$ cat src/rtl/de_responder.sv
// de_responder: memory-side responder for the drawing-engine pixel port.
// Writes from the engine are posted into a small FIFO and acknowledged at once.
// The FIFO drains to the framebuffer memory port over a request/grant handshake.
// A read waits until every posted write has been granted, then issues one
// memory read and acknowledges the engine with the returned word.
//
// Ports:
//   clk, rst        system clock, synchronous active-high reset
//   de_req/de_ack   engine request, one-cycle acknowledge
//   de_addr         18-bit word address
//   de_nbyte        active-low byte lanes
//   de_rnw          1 = read, 0 = write
//   de_w_data       write data
//   de_r_data       registered read data, held until the next read completes
//   mem_req/mem_gnt memory command handshake (accepted when both high at an edge)
//   mem_addr, mem_rnw, mem_be, mem_w_data  registered memory command fields
//   mem_r_data/mem_r_valid  read return strobe for the single outstanding read
//   busy            FIFO non-empty or a read in progress
module de_responder #(
  parameter int unsigned WBUF_DEPTH = 4
) (
  input  logic        clk,
  input  logic        rst,
  input  logic        de_req,
  output logic        de_ack,
  input  logic [17:0] de_addr,
  input  logic [3:0]  de_nbyte,
  input  logic        de_rnw,
  input  logic [31:0] de_w_data,
  output logic [31:0] de_r_data,
  output logic        mem_req,
  input  logic        mem_gnt,
  output logic [17:0] mem_addr,
  output logic        mem_rnw,
  output logic [3:0]  mem_be,
  output logic [31:0] mem_w_data,
  input  logic [31:0] mem_r_data,
  input  logic        mem_r_valid,
  output logic        busy
);

  localparam int unsigned PtrW = (WBUF_DEPTH > 1) ? $clog2(WBUF_DEPTH) : 1;
  localparam int unsigned CntW = PtrW + 1;

  typedef enum logic [2:0] {StIdle, StRdDrain, StRdIssue, StRdWait, StRdAck} state_e;

  state_e state_q, state_d;

  logic [17:0] fifo_addr [WBUF_DEPTH];
  logic [3:0]  fifo_be   [WBUF_DEPTH];
  logic [31:0] fifo_data [WBUF_DEPTH];

  logic [PtrW-1:0] wr_ptr_q, wr_ptr_d, rd_ptr_q, rd_ptr_d;
  logic [CntW-1:0] count_q, count_d;

  logic        de_ack_q, de_ack_d;
  logic [31:0] de_r_data_q, de_r_data_d;
  logic [17:0] rd_addr_q, rd_addr_d;

  logic        mem_req_q, mem_req_d;
  logic        mem_rnw_q, mem_rnw_d;
  logic [17:0] mem_addr_q, mem_addr_d;
  logic [3:0]  mem_be_q, mem_be_d;
  logic [31:0] mem_w_data_q, mem_w_data_d;

  logic full, accept, push, pop, bypass, noop_wr;

  always_comb begin
    full    = (count_q == CntW'(WBUF_DEPTH));
    noop_wr = (de_nbyte == 4'hF);
    // Full flag is the pre-edge value: a pop on this edge does not admit a write.
    accept  = de_req && !de_ack_q && (state_q == StIdle) && (de_rnw || noop_wr || !full);
    push    = accept && !de_rnw && !noop_wr;
    pop     = mem_req_q && mem_gnt && !mem_rnw_q;
    count_d  = count_q + CntW'(push) - CntW'(pop);
    rd_ptr_d = rd_ptr_q + PtrW'(pop);
    wr_ptr_d = wr_ptr_q + PtrW'(push);
    // The entry being pushed becomes the head when everything older leaves now.
    bypass   = push && (count_q == CntW'(pop));
  end

  always_comb begin
    state_d     = state_q;
    de_ack_d    = 1'b0;
    de_r_data_d = de_r_data_q;
    rd_addr_d   = rd_addr_q;
    unique case (state_q)
      StIdle: begin
        if (accept) begin
          if (de_rnw) begin
            state_d   = StRdDrain;
            rd_addr_d = de_addr;
          end else begin
            de_ack_d = 1'b1;
          end
        end
      end
      StRdDrain: begin
        if (count_q == '0 && !mem_req_q) state_d = StRdIssue;
      end
      StRdIssue: begin
        if (mem_gnt) state_d = StRdWait;
      end
      StRdWait: begin
        if (mem_r_valid) begin
          de_r_data_d = mem_r_data;
          state_d     = StRdAck;
        end
      end
      StRdAck: begin
        de_ack_d = 1'b1;
        state_d  = StIdle;
      end
      default: state_d = StIdle;
    endcase
  end

  always_comb begin
    mem_req_d    = mem_req_q;
    mem_rnw_d    = mem_rnw_q;
    mem_addr_d   = mem_addr_q;
    mem_be_d     = mem_be_q;
    mem_w_data_d = mem_w_data_q;
    if (state_q == StRdDrain && state_d == StRdIssue) begin
      mem_req_d    = 1'b1;
      mem_rnw_d    = 1'b1;
      mem_addr_d   = rd_addr_q;
      mem_be_d     = 4'hF;
      mem_w_data_d = '0;
    end else if (state_q == StRdIssue) begin
      if (mem_gnt) mem_req_d = 1'b0;
    end else if (!mem_req_q || mem_gnt) begin
      // Command slot is free after this edge: present the next head, if any.
      mem_rnw_d = 1'b0;
      if (count_d != '0) begin
        mem_req_d = 1'b1;
        if (bypass) begin
          mem_addr_d   = de_addr;
          mem_be_d     = ~de_nbyte;
          mem_w_data_d = de_w_data;
        end else begin
          mem_addr_d   = fifo_addr[rd_ptr_d];
          mem_be_d     = fifo_be[rd_ptr_d];
          mem_w_data_d = fifo_data[rd_ptr_d];
        end
      end else begin
        mem_req_d = 1'b0;
      end
    end
  end

  always_ff @(posedge clk) begin
    if (rst) begin
      state_q      <= StIdle;
      wr_ptr_q     <= '0;
      rd_ptr_q     <= '0;
      count_q      <= '0;
      de_ack_q     <= 1'b0;
      de_r_data_q  <= '0;
      rd_addr_q    <= '0;
      mem_req_q    <= 1'b0;
      mem_rnw_q    <= 1'b0;
      mem_addr_q   <= '0;
      mem_be_q     <= '0;
      mem_w_data_q <= '0;
    end else begin
      state_q      <= state_d;
      wr_ptr_q     <= wr_ptr_d;
      rd_ptr_q     <= rd_ptr_d;
      count_q      <= count_d;
      de_ack_q     <= de_ack_d;
      de_r_data_q  <= de_r_data_d;
      rd_addr_q    <= rd_addr_d;
      mem_req_q    <= mem_req_d;
      mem_rnw_q    <= mem_rnw_d;
      mem_addr_q   <= mem_addr_d;
      mem_be_q     <= mem_be_d;
      mem_w_data_q <= mem_w_data_d;
      if (push) begin
        fifo_addr[wr_ptr_q] <= de_addr;
        fifo_be[wr_ptr_q]   <= ~de_nbyte;
        fifo_data[wr_ptr_q] <= de_w_data;
      end
    end
  end

  assign de_ack     = de_ack_q;
  assign de_r_data  = de_r_data_q;
  assign mem_req    = mem_req_q;
  assign mem_rnw    = mem_rnw_q;
  assign mem_addr   = mem_addr_q;
  assign mem_be     = mem_be_q;
  assign mem_w_data = mem_w_data_q;
  assign busy       = (count_q != '0) || (state_q != StIdle);

endmodule
$ cat config.mk
export PLATFORM = sky130hd
export DESIGN_NAME = de_responder
export DESIGN_NICKNAME = d
export VERILOG_FILES = /design/src/rtl/de_responder.sv
export SDC_FILE = /design/constraint.sdc
export NUM_CORES = 1
export LEC_CHECK = 0
export ABC_AREA = 1
export CAP_MARGIN = 20
export CORE_MARGIN = 3
export CORE_UTILIZATION = 42
export DETAILED_ROUTE_END_ITERATION = 16
export GPL_ROUTABILITY_DRIVEN = 0
export PLACE_DENSITY = 0.67
export SYNTH_ARGS = -nofsm -noshare
export SYNTH_HDL_FRONTEND = slang
export SYNTH_SLANG_ARGS = --single-unit
$ cat constraint.sdc
create_clock -name clk -period 8.2 [get_ports clk]
set_input_delay 1.64 -clock clk [delete_from_list [all_inputs] [get_ports clk]]
set_output_delay 1.64 -clock clk [all_outputs]
set_load 0.1 [all_outputs]
## Word level (Yosys, flattened, before mapping)

Memory sizes are Yosys's and may differ from the RTL's.
Cells that the tools add are included.
Widths: inputs -> output; s select.

- Add/sub/neg operators: 4
- $mul: 0
- Div/mod/pow operators: 0
- $lt $le $gt $ge: 0
- Eq/ne operators: 10
- Shifts and indexed selects: 0
- Multiplexer cells: 31
- Bitwise logic cells: 2
- Reduce and logical (&&, ||, !) cells: 35

Operators with widths:

| cell | number |
|---|---|
| $mux 18 | 5 |
| $mux 32 | 1 |
| $mux 4 | 5 |
| $mux 3 | 5 |
| $mux 1 | 13 |
| $pmux 3 s4 | 1 |
| $reduce_bool 3->1 | 4 |
| $logic_and 1x1->1 | 10 |
| $eq 3x2->1 const B | 3 |
| $reduce_and 3->1 | 3 |
| $eq 3x3->1 const B | 2 |
| $logic_not 1->1 | 6 |
| $logic_not 3->1 | 2 |
| $reduce_and 2->1 | 3 |
| $add 2x1->2 | 2 |
| $eq 4x4->1 const B | 1 |
| $logic_or 1x1->1 | 4 |
| $not 4->4 | 1 |
| $reduce_bool 2->1 | 2 |
| $add 3x1->3 | 1 |
| $eq 3x1->1 | 1 |
| $eq 3x1->1 const B | 1 |
| $ne 3x3->1 const B | 1 |
| $sub 3x1->3 | 1 |
| other kinds (4) | 4 |

- Register bits: 117
- Latch bits: 0
- Memory bits (writable): 216
- Memory bits (read-only): 0
- Bits of input ports: 92
- Output and inout port bits: 90
- Memories: 3

Memories:

| memory | words | width | read ports | clocked after memory_dff | wr ports | line | RTL |
|---|---|---|---|---|---|---|---|
| fifo_data | 4 | 32 | 1 | 0 | 1 | 51 | `logic [31:0] fifo_data [WBUF_DEPTH];` |
| fifo_addr | 4 | 18 | 1 | 0 | 1 | 49 | `logic [17:0] fifo_addr [WBUF_DEPTH];` |
| fifo_be | 4 | 4 | 1 | 0 | 1 | 50 | `logic [3:0] fifo_be [WBUF_DEPTH];` |

## Logic depth before layout (Yosys ltp)

Gate-level depths: netlist (run 1).

- Word-level depth: 13
- Gate-level depth with buffers: 19
- Mapped depth without buffers: 17

## Worst setup path before layout (run 1)

No wires, ideal clock.

- Path kind: input to register
- Start point: input de_req
- End point: memory fifo_addr[0][0] (enable)
- Library setup time: 0.533 ns
- Arrival time: 6.054 ns
- Data required time: 7.667 ns
- Setup slack: 1.613 ns
- Cell stages on the path: 7
- Buffers on the path: 1
- Path through: nand2_1 > nor2_2 > nand4_4 > clkbuf_1 > inv_1 > nand2_1 > nor3_1

- Longest elaborated chain between the ends: 8

Ends and longest elaborated chain:

| item | line | RTL |
|---|---|---|
| start: declaration | 24 | `input logic de_req,` |
| $logic_and 1x1->1 (3 in a row) | 72 | `accept = de_req && !de_ack_q && (state_q == StIdle) && (de_rnw \|\| noop_wr \|\| !full);` |
| $logic_and 1x1->1 (2 in a row) | 73 | `push = accept && !de_rnw && !noop_wr;` |
| $mux 1 | 179 | `if (push) begin` |
| $mux 1 | 153 | `if (rst) begin` |
| $mux 1 (not written as such) | 180 | `fifo_addr[wr_ptr_q] <= de_addr;` |
| end: declaration | 49 |  |

Every way passes these cells.

## Worst setup path in the final report (run 1)

- Start point: input de_req
- End point: register mem_req_q, in the netlist mem_req

- Longest elaborated chain between the ends: 12
- Elaborated cells on any way between the ends: 19
- Classes of those cells: 2 x add/sub; 2 x eq/ne; 6 x mux; 9 x reduce/logical

Ends and longest elaborated chain:

| item | line | RTL |
|---|---|---|
| $logic_and 1x1->1 (3 in a row) | 72 |  |
| $logic_and 1x1->1 (2 in a row) | 73 |  |
| $add 3x1->3 | 75 | `count_d = count_q + CntW'(push) - CntW'(pop);` |
| $sub 3x1->3 | 75 |  |
| via count_d[1] | 54 | `logic [CntW-1:0] count_q, count_d;` |
| $reduce_bool 3->1 | 135 | `if (count_d != '0) begin` |
| $mux 1 | 135 |  |
| $mux 1 | 132 | `end else if (!mem_req_q \|\| mem_gnt) begin` |
| $mux 1 | 130 | `end else if (state_q == StRdIssue) begin` |
| $mux 1 | 124 | `if (state_q == StRdDrain && state_d == StRdIssue) begin` |
| end signal: assignment | 174 | `mem_req_q <= mem_req_d;` |
| end: declaration | 60 | `logic mem_req_q, mem_req_d;` |

The timed path passes the listed nets, and every way through them passes these cells. The select of a mux whose other input is x is not followed.
A chain may end at the register's enable or synchronous reset.

==> results.cfg, run 1 <==
[status]
status = finished, final reports clean

[route]
vias = 9623
wirelength_um = 31400
wl_per_cell_um = 16.0
dr.pass1.iters = 5
ant_nets = 0
drc = 0
vias_per_cell = 4.89
initialDrtViolationCount = 531

[clock_network]
cts_tree = built
htreeDepth = 2
cts_sinks = 333
cts_resized = 0
cts_setup_buffers = 0
postCtsHoldBufs = 0
cts_buffer_depth = 3
numCtsBuffers = 35
root_buffer = clkbuf_16
clkTransAtPathRegs_ns = 0.06
insertion_delay_ns = 0.51

[power_and_ir_drop]
pwr-share-clk = 0.252
p_int_uw = 3700
pwr-share-seq = 0.321
p_leak_uw = 0.00682
power_frac_comb = 0.427
p_sw_uw = 2660
sw_frac_of_total = 0.418
finalPower_uw = 6360
ir_drop_mv = 0.298
power_density_nw_per_um2 = 370

[die]
die_h_um = 187
core_um2 = 31900
start_util = 0.431
io_pins = 182
rows = 65
dieArea_um2 = 34900
dieWidth_um = 187

[yosys]
synth_top_area_share = 0.472
ys_async_sr_fraction = 0
synthesis.area_per_instance_um2 = 10.3
ys_top_cells_by_area = edfxtp_1 47%, dfxtp_1 17%, nand2_1 9.7%
syn-cell-area_um2 = 13700
ys_warn_count = 0
synth.distinct_cells = 31
ys_ff_latch = 333
ys.flop_type = edfxtp_1
yosysSeqAreaShare = 0.642
synth_area_leader_cell = edfxtp_1
synth_edf_count = 216
syn_inst = 1340
synth.net_count = 1437

[flow_run]
cap_violations = 0

[critical_path]
worstSetupPathType = in -> reg
crit_path_end_kind = flip-flop
worst_setup_path_start_kind = input pin
rr_startpoint = state_q[1]$_SDFF_PP0_
reg2reg_slack_ns = 4.44
cp_data_arrival_time_ns = 5.23
path_max_fanout = 25
worstPathRequired_ns = 8.59
r2r-end = mem_req$_SDFFE_PP0P_
r2r_cells = 14

[hold_path]
hold_path_end = rd_addr_q[11]$_SDFFE_PP0P_
hp-start = rd_addr_q[11]$_SDFFE_PP0P_
hp-class = reg -> reg
whs_path_depth = 2

[sta]
finalHoldViolations = 0
min_period_ns = 4.84
fin_skew_ns = 0.0125
setup_viol_count_final = 0
rsz0062_at_grt = no
setup_ws_ns = 3.36
fmax_mhz = 207
finalCritPeriodShare = 0.590
worst_slew_pin_slew_ns = 1.08
maxSlewHeadroom = 0.276
fin_setup_tns_ns = 0
slew_viol_final = 0

[final_layout]
layout_commonest_cell = nand2_1
final_layout_size_suffix_gt1_frac = 0.0633
area_delta_synth_final_pct = 25.0
layout_common_cells = 355 x nand2_1, 216 x edfxtp_1, 181 x clkdlybuf4s50_1
stdcell_area_um2 = 17200
layout.nets = 1603

[global_routing]
grtUsageTotal = 0.177
antenna_found_initial = 1
grt_max_degree = 71
grt_pass1_wl_um = 50100
grt.overflow.total = 0
grt_pass1_vias = 9545

[placed_design]
io_buffer_count = 181
place_area_um2 = 16000
post-place-ws_ns = 2.66
hpwlAfterDp_um = 18900
## final cells by class
type	count	area (µm²)
well taps	435	544
diodes	1	2.50
clock inverters	20	244
repair buffers	204	2000
multi-input cells	828	4240
flip-flops and latches	333	8830
inverters	104	390
clock buffers	44	930
fillers	2835	14700
## synth_stat cells (2+ instances only)
| library cell | instances |
|---|---|
| buf_1 | 3 |
| dfxtp_1 | 117 |
| clkbuf_1 | 44 |
| mux2i_1 | 96 |
| inv_1 | 100 |
| ha_1 | 4 |
| edfxtp_1 | 216 |
| nor3_1 | 4 |
| o21ai_1 | 3 |
| nand2_1 | 355 |
| nor2_2 | 2 |
| buf_6 | 3 |
| nor2_1 | 119 |
| nand4_1 | 4 |
| nand3_1 | 91 |
| inv_2 | 4 |
| o21bai_1 | 18 |
| a21oi_1 | 71 |
| buf_2 | 25 |
| o21ai_0 | 50 |
## power groups by stage
| stage | clock, µW | combinational, µW | sequential [µW] |
|---|---|---|---|
| 3_5_place_dp | 0 | 2710 | 2080 |
| 5_1_grt | 1710 | 2970 | 2060 |
| 3_3_place_gp | 0 | 2660 | 2080 |
| 4_1_cts | 1640 | 2720 | 2040 |
| 2_1_floorplan | 0 | 1330 | 2810 |
| 6_report | 1610 | 2720 | 2040 |
## metrics by stage
step / util / std cells / hold slack [ns]
2_1_floorplan: - / 1340 / 0.430
4_1_cts: 0.538 / 1967 / 0.454
6_report: 0.539 / 1969 / 0.454
3_5_place_dp: 0.501 / 1903 / 0.444
3_3_place_gp: 0.501 / 1903 / 0.439
5_1_grt: 0.539 / 1969 / 0.473
## critical path, cell delays in order
cell             delay [ns]
clkdlybuf4s50_1        0.45
nand2_1                0.07
nor2_2                 0.17
nand4_4                0.38
ha_1                   0.46
inv_1                  0.04
ha_1                   0.19
fa_1                   0.46
inv_1                  0.09
nand4_1                0.14
nand2_1                0.14
nand2_1                0.52
o21ai_0                0.41
inv_1                  0.07
## layer usage
| layer | track usage | part of all wire |
|---|---|---|
| met2 | 0.305 | 0.48 |
| met1 | 0.223 | 0.44 |
| met5 | 0 | 0 |
| met4 | 0.0494 | 0.017 |
| met3 | 0.0440 | 0.062 |
## flip-flops by register name, summed over array words and instances (netlist names)
register / count
mem_rnw: 1
de_ack: 1
state_q: 3
rd_addr_q: 18
mem_addr: 18
mem_w_data: 32
fifo_be: 16
count_q: 3
de_r_data: 32
fifo_data: 128
mem_be: 4
mem_req: 1
fifo_addr: 72
rd_ptr_q: 2
wr_ptr_q: 2
## how the worst max path moves through the flow
stage | start | endpoint | slack (ns) | depth (start not counted)
2_1_floorplan | de_req | fifo_addr[0][0]$_DFFE_PP_ | 1.61 | 7
3_3_place_gp | de_req | mem_w_data[8]$_SDFFE_PP0P_ | 2.78 | 16
3_5_place_dp | de_nbyte[3] | mem_w_data[10]$_SDFFE_PP0P_ | 2.66 | 15
4_1_cts | de_req | mem_w_data[10]$_SDFFE_PP0P_ | 3.21 | 16
5_1_grt | de_req | mem_addr[6]$_SDFFE_PP0P_ | 3.00 | 14
6_report | de_req | mem_req$_SDFFE_PP0P_ | 3.36 | 14
## cell families (layout without fill, tap and decap cells)
| logic type | Yosys count | in the layout | share of synthesized area |
|---|---|---|---|
| other | 0 | 1 | 0 |
| adder cells (fa/ha/maj) | 5 | 5 | 0.00510 |
| multiplexers | 96 | 96 | 0.0699 |
| AND/OR/NAND/NOR | 579 | 579 | 0.171 |
| buffers and inverters | 179 | 372 | 0.0528 |
| AO/OA/AOI/OAI | 146 | 146 | 0.0572 |
| flip-flops | 333 | 333 | 0.642 |
| XOR/XNOR | 2 | 2 | 0.00182 |
(Power assumes the default switching activity.)
==> inputs of run 2 (changes only) <==
==> constraint.sdc (replaced) <==
create_clock -name clk -period 4.5 [get_ports clk]
set_input_delay 0.9 -clock clk [delete_from_list [all_inputs] [get_ports clk]]
set_output_delay 0.9 -clock clk [all_outputs]
set_load 0.1 [all_outputs]
==> run 2 against run 1 <==
Non-clock buffer count fell by 1; critical path depth decreased by 1; combinational power rose by 82%; sequential power is 83% higher; highest routed layer unchanged.
==> results.cfg, run 2 (same netlist as run 1, synthesis figures left out) <==
[status]
status = finished, final reports clean

[critical_path]
r2r-end = mem_addr[7]$_SDFFE_PP0P_
slowest_delay_ns = 0.48
path_max_fanout = 23
reg2reg_slack_ns = 1.38
crit_chain = clkdlybuf4s50_1, nand4_1, nand4_4, ha_1, inv_1, ha_1, fa_1, inv_1, nand4_1, nand2_1, nand2_1, o21ai_0, a21oi_1
r2r_cells = 14
crit_path_end_kind = flip-flop
worstSetupPathType = in -> reg
rr_startpoint = state_q[1]$_SDFF_PP0_
cp_data_arrival_time_ns = 3.89
worstPathRequired_ns = 4.89
worst_setup_path_start_kind = input pin
cp_slowest_cell = clkdlybuf4s50_1

[clock_network]
postCtsHoldBufs = 0
insertion_delay_ns = 0.50
clkTransAtPathRegs_ns = 0.06
cts_tree = built
cts_resized = 0
htreeDepth = 2
cts_sinks = 333
cts_buffer_depth = 3
root_buffer = clkbuf_16
cts_setup_buffers = 0
numCtsBuffers = 37

[global_routing]
grt_pass1_vias = 9175
antenna_found_initial = 1
grt_pass1_wl_um = 49300
grtUsageTotal = 0.173
grt.overflow.total = 0
grt_max_degree = 65

[final_layout]
layout_commonest_cell = nand2_1
largest_reg_flops = 128
layout_common_cells = 355 x nand2_1, 216 x edfxtp_1, 181 x clkdlybuf4s50_1
layout.nets = 1604
area_delta_synth_final_pct = 25.8
regMostFlops = fifo_data
reg.largest.list = fifo_data: 128 flops, fifo_addr: 72 flops
final_layout_size_suffix_gt1_frac = 0.0612

[sta]
finalHoldViolations = 0
setup_ws_ns = 0.998
rsz0062_at_grt = no
setup_viol_count_final = 0
finalCritPeriodShare = 0.778
min_period_ns = 3.50
slew_viol_final = 0
worst_slew_pin_slew_ns = 1.06
maxSlewHeadroom = 0.290
hold_slack_ns = 0.451
fin_skew_ns = 0.0143
fmax_mhz = 286

[power_and_ir_drop]
power_frac_comb = 0.428
pwr-share-clk = 0.248
ir_drop_mv = 0.500
pwr-share-seq = 0.324
finalPower_uw = 11500
p_sw_uw = 4800
p_leak_uw = 0.00686
power_density_nw_per_um2 = 667
sw_frac_of_total = 0.416
p_int_uw = 6740

[hold_path]
whs_path_depth = 2
hp-start = rd_addr_q[12]$_SDFFE_PP0P_
hold_path_end = rd_addr_q[12]$_SDFFE_PP0P_
hp-class = reg -> reg

[die]
dieArea_um2 = 34900
io_pins = 182
start_util = 0.431
rows = 65
core_um2 = 31900
dieWidth_um = 187
die_h_um = 187

[placed_design]
hpwlAfterDp_um = 17700
io_buffer_count = 181
post-place-ws_ns = 0.408

[route]
wl_per_cell_um = 15.7
initialDrtViolationCount = 504
drc = 0
vias = 9541
dr.pass1.iters = 5
vias_per_cell = 4.84
ant_nets = 0
wirelength_um = 30900

[flow_run]
cap_violations = 0
[run 2: worst max-delay path by stage]
stage / startpoint / to / slack (ns) / cells past startpoint
2_1_floorplan: de_req / fifo_addr[0][0]$_DFFE_PP_ / -1.35 / 7
3_3_place_gp: de_nbyte[2] / mem_be[3]$_SDFFE_PP0P_ / 0.52 / 13
3_5_place_dp: de_nbyte[2] / mem_addr[7]$_SDFFE_PP0P_ / 0.41 / 13
4_1_cts: de_nbyte[2] / mem_addr[7]$_SDFFE_PP0P_ / 0.94 / 13
5_1_grt: de_nbyte[3] / mem_be[2]$_SDFFE_PP0P_ / 0.67 / 13
6_report: de_nbyte[2] / mem_addr[7]$_SDFFE_PP0P_ / 1.0 / 13
[run 2: final cells by class]
| class | count | area [µm²] |
|---|---|---|
| Antenna cell | 1 | 2.50 |
| Clock buffer | 56 | 1090 |
| Clock inverter | 12 | 86.3 |
| Fill cell | 2740 | 14600 |
| Inverter | 104 | 390 |
| Multi-Input combinational cell | 828 | 4240 |
| Sequential cell | 333 | 8830 |
| Tap cell | 435 | 544 |
| Timing Repair Buffer | 203 | 2100 |
[run 2: through the flow]
stage,utilization,cells,cell area (µm²),setup TNS (ns)
floorplan,-,1340,13700,-290.90
global placement,0.503,1901,16100,0
detailed placement,0.503,1901,16100,0
CTS,0.540,1969,17200,0
global route,0.542,1972,17300,0
finish,0.542,1972,17300,0
[run 2: power by group through the flow]
stage | registers, µW | logic (µW) | clock network (µW)
2_1_floorplan | 5120 | 2430 | 0
4_1_cts | 3740 | 4970 | 2930
6_report | 3740 | 4940 | 2860
3_5_place_dp | 3800 | 4950 | 0
3_3_place_gp | 3800 | 4890 | 0
5_1_grt | 3770 | 5420 | 3080
[run 2: critical path: cells and delay by family]
family | cells | cell delay, ns
AO/OA/AOI/OAI | 2 | 0.42
AND/OR/NAND/NOR | 5 | 1.11
adder cells (fa/ha/maj) | 3 | 0.82
buffers and inverters | 3 | 0.63
[run 2: per-layer routing]
layer  track usage  wire [µm]
met2         0.298      14900
met4        0.0448        590
met5             0          0
met1         0.222      13600
met3        0.0371       1830
==> inputs of run 3 (changes only) <==
==> constraint.sdc (replaced) <==
create_clock -name clk -period 3.55 [get_ports clk]
set_input_delay 0.71 -clock clk [delete_from_list [all_inputs] [get_ports clk]]
set_output_delay 0.71 -clock clk [all_outputs]
set_load 0.1 [all_outputs]
==> run 3 against run 2 <==
Final area up 0.42%; register-to-register slack worse by 0.70 ns; largest power group unchanged; first-iteration DRC count up 24%; count of clock-buffer cells in the layout down 5; clock skew up 0.0037 ns.
==> results.cfg, run 3 (same netlist as run 1, synthesis figures left out) <==
[status]
status = finished, final reports clean

[clock_network]
root_buffer = clkbuf_16
cts_tree = built
cts_resized = 0
cts_setup_buffers = 0
numCtsBuffers = 36
cts_sinks = 333
postCtsHoldBufs = 0
cts_buffer_depth = 3
insertion_delay_ns = 0.51
clkTransAtPathRegs_ns = 0.06
htreeDepth = 2

[global_routing]
grt.overflow.total = 0
grtUsageTotal = 0.178
grt_pass1_vias = 9762
grt_max_degree = 47
grt_pass1_wl_um = 50900
antenna_found_initial = 0

[critical_path]
crit_chain = clkdlybuf4s50_1, nand2_1, nor2_2, nand4_4, ha_1, inv_1, ha_1, fa_1, inv_1, nand3_1, nand4_1, nand2_1, inv_2, buf_12, nand3_1, nand2_1, inv_1
worstPathRequired_ns = 3.95
cp_data_arrival_time_ns = 3.44
path_max_fanout = 28
cp_slowest_cell = clkdlybuf4s50_1
worstSetupPathType = in -> reg
slowest_delay_ns = 0.45
reg2reg_slack_ns = 0.68
worst_setup_path_start_kind = input pin
crit_path_end_kind = flip-flop

[power_and_ir_drop]
power_density_nw_per_um2 = 856
pwr-share-seq = 0.318
p_leak_uw = 0.00693
p_int_uw = 8690
finalPower_uw = 14900
power_frac_comb = 0.444
pwr-share-clk = 0.239
sw_frac_of_total = 0.415
p_sw_uw = 6170
ir_drop_mv = 0.630

[final_layout]
layout_common_cells = 355 x nand2_1, 216 x edfxtp_1, 170 x clkdlybuf4s50_1
area_delta_synth_final_pct = 26.3
reg.largest.list = fifo_data: 128 flops, fifo_addr: 72 flops
stdcell_count = 1986
n_fill_cell = 2739
final_layout_size_suffix_gt1_frac = 0.0761
final_util = 0.544
n_antenna_cell = 0
layout_commonest_cell = nand2_1
regMostFlops = fifo_data
largest_reg_flops = 128
layout.nets = 1621

[flow_run]
cap_violations = 0

[route]
wl_per_cell_um = 15.9
wirelength_um = 31500
wl_met2_um = 14900
detailroute.wirelength.met3_um = 2130
wl_met1_um = 13900
initialDrtViolationCount = 625
dr.pass1.iters = 5
vias = 9717
drc = 0
ant_nets = 0
vias_per_cell = 4.89
routed.top_layer = met4

[sta]
worst_slew_pin_slew_ns = 1.02
hold_slack_ns = 0.454
slew_viol_final = 0
fmax_mhz = 329
finalHoldViolations = 0
finalCritPeriodShare = 0.856
rsz0062_at_grt = no
maxSlewHeadroom = 0.320
min_period_ns = 3.04
setup_viol_count_final = 0
fin_skew_ns = 0.0181

[die]
rows = 65
die_h_um = 187
dieArea_um2 = 34900
start_util = 0.431
io_pins = 182
core_um2 = 31900
dieWidth_um = 187

[placed_design]
numPlacedInstances = 1921
io_buffer_count = 181
hpwlAfterDp_um = 19400

[hold_path]
hp-class = reg -> reg
[run 3: cell types whose count changed in the layout (fill, tap and decap cells not counted), sizes merged]
| cell | delta |
|---|---|
| diode | -1 |
| bufinv | +1 |
| inv | +1 |
| buf | +29 |
| clkdlybuf4s50 | -11 |
| clkbuf | -5 |
[run 3: worst paths after layout]
path | depth (start not counted) | startpoint | end
min reg2reg | 2 | rd_addr_q[10]$_SDFFE_PP0P_ | rd_addr_q[10]$_SDFFE_PP0P_
max reg2reg | 17 | state_q[1]$_SDFF_PP0_ | mem_w_data[13]$_SDFFE_PP0P_
min | 2 | rd_addr_q[10]$_SDFFE_PP0P_ | rd_addr_q[10]$_SDFFE_PP0P_
max | 17 | de_req | mem_w_data[13]$_SDFFE_PP0P_
[run 3: area by class of cell]
type | count | area (µm²) | area share
tap | 435 | 544 | 0.0314
multi-input combinational | 828 | 4260 | 0.246
clock inverter | 14 | 123 | 0.00706
clock buffer | 51 | 998 | 0.0575
timing repair buffer | 221 | 2210 | 0.127
inverter | 104 | 390 | 0.0225
sequential | 333 | 8830 | 0.509
[run 3: metal layers]
metal  up-vias  track usage
met5         -            0
li1       4847            -
met2       253        0.302
met4         0       0.0459
met3        42       0.0452
met1      4575        0.228
[run 3: critical path, delay by kind of cell]
kind / cells / cell delay (ns)
buffers and inverters: 6 / 0.97
AND/OR/NAND/NOR: 8 / 0.85
adder cells (fa/ha/maj): 3 / 0.89
[run 3: power groups by stage]
stage	Clock, µW	Sequential (µW)	Combinational [µW]
floorplan	0	6480	3080
global placement	0	4800	6510
detailed placement	0	4800	6610
CTS	3640	4730	6640
global route	3780	4760	7210
finish	3550	4730	6590
[run 3: per-stage QoR]
step	worst slack [ns]	TNS, ns	cell area [µm²]
after CTS	0.516	0	17400
after global routing	0.287	0	17400
final	0.511	0	17400
after detailed placement	-0.0260	-0.0271	16200
after floorplan	-0.568	-122.58	13800
after global placement	0.0787	0	16200
